## src/rtl/uart_alu_ctrl.sv

```systemverilog
// Frame sequencer between a UART rx/tx pair and a combinational ALU.
// Collects A, B and opcode bytes, runs the ALU, then transmits the result.
module uart_alu_ctrl #(
    parameter int DBIT    = 8,
    parameter int NB_OP   = 6,
    parameter int TIMEOUT = 100000
) (
    input  logic             clk,
    input  logic             reset,
    input  logic [DBIT-1:0]  rx_data,
    input  logic             rx_ready,
    input  logic             tx_done,
    input  logic [DBIT-1:0]  alu_result,
    output logic [DBIT-1:0]  alu_a,
    output logic [DBIT-1:0]  alu_b,
    output logic [NB_OP-1:0] alu_op,
    output logic [DBIT-1:0]  tx_data,
    output logic             tx_start,
    output logic             busy,
    output logic             err_timeout,
    output logic             err_overrun
);

    typedef enum logic [2:0] {
        WAIT_A  = 3'd0,
        WAIT_B  = 3'd1,
        WAIT_OP = 3'd2,
        EXEC    = 3'd3,
        SEND    = 3'd4,
        WAIT_TX = 3'd5
    } state_t;

    localparam int CW = (TIMEOUT > 2) ? $clog2(TIMEOUT) : 1;
    localparam logic [CW-1:0] LAST = CW'((TIMEOUT > 0) ? TIMEOUT - 1 : 0);

    state_t        state;
    logic [CW-1:0] cnt;
    logic          expire;
    logic          unused_hi;

    // Only the low NB_OP bits of the opcode byte carry meaning.
    assign unused_hi = ^rx_data[DBIT-1:NB_OP];

    assign expire = (TIMEOUT != 0) && (cnt == LAST);
    assign busy   = (state == EXEC) || (state == SEND) || (state == WAIT_TX);

    always_ff @(posedge clk) begin
        if (reset) begin
            state       <= WAIT_A;
            cnt         <= '0;
            alu_a       <= '0;
            alu_b       <= '0;
            alu_op      <= '0;
            tx_data     <= '0;
            tx_start    <= 1'b0;
            err_timeout <= 1'b0;
            err_overrun <= 1'b0;
        end else begin
            tx_start    <= 1'b0;
            err_timeout <= 1'b0;
            err_overrun <= 1'b0;
            cnt         <= '0;
            case (state)
                WAIT_A: begin
                    if (rx_ready) begin
                        alu_a <= rx_data;
                        state <= WAIT_B;
                    end
                end
                WAIT_B: begin
                    // A byte in the expiry cycle still wins over the timeout.
                    if (rx_ready) begin
                        alu_b <= rx_data;
                        state <= WAIT_OP;
                    end else if (expire) begin
                        err_timeout <= 1'b1;
                        state       <= WAIT_A;
                    end else if (TIMEOUT != 0) begin
                        cnt <= cnt + 1'b1;
                    end
                end
                WAIT_OP: begin
                    if (rx_ready) begin
                        alu_op <= rx_data[NB_OP-1:0];
                        state  <= EXEC;
                    end else if (expire) begin
                        err_timeout <= 1'b1;
                        state       <= WAIT_A;
                    end else if (TIMEOUT != 0) begin
                        cnt <= cnt + 1'b1;
                    end
                end
                EXEC: begin
                    // Capture here so tx_start and tx_data are registered for the SEND cycle.
                    err_overrun <= rx_ready;
                    tx_data     <= alu_result;
                    tx_start    <= 1'b1;
                    state       <= SEND;
                end
                SEND: begin
                    err_overrun <= rx_ready;
                    state       <= WAIT_TX;
                end
                WAIT_TX: begin
                    err_overrun <= rx_ready;
                    if (tx_done) begin
                        state <= WAIT_A;
                    end
                end
                default: state <= WAIT_A;
            endcase
        end
    end

endmodule
```

## config.mk

```make
export PLATFORM = sky130hd
export DESIGN_NAME = uart_alu_ctrl
export DESIGN_NICKNAME = d
export VERILOG_FILES = /design/src/rtl/uart_alu_ctrl.sv
export SDC_FILE = /design/constraint.sdc
export NUM_CORES = 1
export LEC_CHECK = 0
export ABC_AREA = 1
export BUFFER_PORTS_ARGS = -buffer_cell sky130_fd_sc_hd__buf_2
export CAP_MARGIN = 20
export CELL_PAD_IN_SITES_DETAIL_PLACEMENT = 1
export CELL_PAD_IN_SITES_GLOBAL_PLACEMENT = 1
export CORE_ASPECT_RATIO = 1.75
export CORE_MARGIN = 3
export CORE_UTILIZATION = 40
export DETAILED_ROUTE_END_ITERATION = 10
export PLACE_DENSITY = 0.94
export RECOVER_POWER = 25
export SYNTH_ARGS = -nofsm -noshare
export SYNTH_HDL_FRONTEND = slang
export SYNTH_SLANG_ARGS = --single-unit
```

## constraint.sdc

```tcl
create_clock -name clk -period 3.05 [get_ports clk]
set_input_delay 0.4575 -clock clk [delete_from_list [all_inputs] [get_ports clk]]
set_output_delay 0.4575 -clock clk [all_outputs]
set_load 0.1 [all_outputs]
```

==> summary.md <==
| Metric | Value |
|---|---|
| Routed vias/inst | `between 5 and 6` |
| Minimum clock period | `2156 ps` |
| Core ar. | `about 5000 um^2` |
| Largest net degree at the start of global routing | `32` |
| ANT nets after route | `0` |
| Final Slew Violations | `0` |
| Postcts setup bufs | `0` |
| First DRT Iteration DRCs | `73` |
| H-tree Lvls | `2` |
| Setup TNS | `0 ps` |
| DP Area | `approximately 2500 um^2` |
| Clk sinks | `53` |
| Floorplan row count | `34` |
| Register-to-register setup slack | `1340 ps` |
| Hold Slack | `approximately 350 ps` |
| Worst-skew pair later-pin latency | `310 ps` |
| PwrDens | `581.9 nW/um^2` |
| Worst slew pin tran | `~1200 ps` |
| Num CTS Buffers | `5` |
| Critical path origin | `state[1]` |
| Final Util | `50.25%` |
| Most common cell after layout, fill and taps aside | `nor2_1` |
| Drt pass-1 iters | `4` |
| Outcome | `finished, final reports clean` |
| Mapped Area | `roughly 2200 um^2` |
| Worst endpoint required time | `around 2600 ps` |
| CTS resizes | `0` |
| Hold/Removal Path Class | `primary input to flop` |
| Die width | `just over 60 um` |
| Placed Cells | `just under 400` |
| Clock transition at path regs | `100 ps` |
| Root Buffer | `clkbuf_8` |
| Synth Register Bits | `between 50 and 60` |
| Mapped Avg Cell Area | `between 7 and 8 um^2` |
| Layout area overhead | `18.16%` |
| Async SR Flop Fraction | `0%` |
| Pleak | `around 1.2 nW` |
| Starting density of the core | `a little over two fifths` |
| DIE HEIGHT | `103.5 um` |
| Peak supply drop | `304.0 uV` |
| Reported max-cap violation count | `0` |
| Antenna cells | `0` |
| Synth Warn # | `0` |
| IO Count | `54` |
| HPWL Detailed | `roughly 4600 um` |
| Synth Instances | `around 290` |
| Post-synth top flop | `dfxtp_1` |
| Crit start category | `flop` |
| Gpl congestion | `0.8124` |
| Crit end category | `primary output` |
| Worst Path Class, Setup | `flop to primary output` |
| Final hold violation count | `0` |
| Layout cells sized above 1 | `a little under a quarter` |
| Register area share after synthesis | `about half` |
| Via Count | `approximately 2.1k` |
| Number of synthesized flops with an enable pin | `0` |
| Fill count | `around 670` |
| F_max | `~460 MHz` |
| Initial antenna violation count | `0` |
| Vias in the first global route | `about 2.2k` |
| CTS Buffer Depth | `2` |
| Reg-to-Reg Start | `state[0]` |
| Gr ovfl total | `0` |
| Period utilization | `between 70 and 80%` |
| Net Count, Synth | `310` |
| Layout Cells excl Fill | `400` |
| DRC Markers | `0` |
| Final Cell Area | `about 2600 um^2` |
| Netlist cell types | `26` |
| DR WL/cell | `about 14 um` |
| Port bufs | `between 50 and 60` |
| Max FO, Critical Path | `10` |
| Hold_sp | `reset` |
| Final nets | `366` |
| Worst Skew | `~5.8 ps` |
| Arrival time at the worst endpoint | `between 1500 and 2000 ps` |
| First-pass GRT wire length | `between 9000 and 10000 um` |
| RSZ-0062 raised after global routing | `false` |
| Normalized max-slew margin | `a little under a quarter` |
| CTS tree | `done` |
| Total die area | `~6400 um^2` |
| GRT Util Overall | `roughly 20%` |
| Hold Buf Count CTS | `0` |
| Drt total wl | `5781 um` |
| Final setup fails | `0` |
| Commonest non-fill, non-tap cells in the layout | `nor2_1, dfxtp_1, buf_2` |
synthesized netlist by cell type, types with 4 or more instances:
master	instances	area (um^2)
nand4_1	5	31.28
nand2_1	31	116.4
dfxtp_1	53	1061
nor2_1	68	255.2
inv_2	4	15.01
a21oi_2	5	43.79
a21oi_1	13	65.06
inv_1	35	131.4
nand3_1	9	45.04
nor3_1	6	30.03
nor2_2	5	31.28
o21ai_0	33	165.2
metrics by stage:
step | total power, W | worst slack (ps)
final | 0.001493 | 894.4
after global routing | 0.001552 | 766.6
after global placement | 0.001096 | 1229
after detailed placement | 0.001105 | 1184
after CTS | 0.001513 | 828.6
after floorplan | 0.001037 | 1152
routing by layer:
layer	track usage (%)	part of all wire, %	routed length (um)
met4	8.007	2.2	128
met1	19.41	38	2177
met2	37.37	55	3197
met5	0	0	0
met3	4.845	4.8	278
critical path, cell delays in order (launching register included):
cell and delay [ps]:
dfxtp_1 400, inv_1 90, nor3_4 280, a21oi_1 100, nand2_1 100, buf_2 430
final timing paths:
kind,to,depth (start not counted)
hold / removal,state[2],2
hold reg to reg,alu_a[4],2
setup reg to reg,alu_b[4],7
setup / recovery,busy,5
flip-flops by register name (all words and copies together), names as in the netlist:
name         count
alu_b            8
err_timeout      1
alu_a            8
tx_data          8
state            3
err_overrun      1
tx_start         1
cnt             17
alu_op           6
area by class of cell:
type | count | area, um^2 | area share (%)
flip-flops and latches | 53 | 1061 | 41.37
inverters | 39 | 146.4 | 5.707
multi-input cells | 192 | 930.9 | 36.29
repair buffers | 54 | 269.0 | 10.49
clock inverters | 3 | 21.27 | 0.8293
well taps | 54 | 67.56 | 2.634
clock buffers | 5 | 68.82 | 2.683
kinds of logic after synthesis:
group                      count (synthesis)  share of synthesized area [%]
and+or+nand+nor                          135                          28.07
DFF                                       53                          48.88
adders and majority gates                  1                         0.5763
buffers and inverters                     44                          8.011
AOI/OAI and AO/OA                         53                          13.26
xor gates and xnor gates                   3                          1.211
power by group:
group | switching (W) | internal [W] | leakage (nW)
logic | 0.000293 | 0.0000526 | 0.691
registers | 0.0000164 | 0.000724 | 0.430
clock network | 0.000243 | 0.000163 | 0.0445
Power figures use the tool's default switching activity.
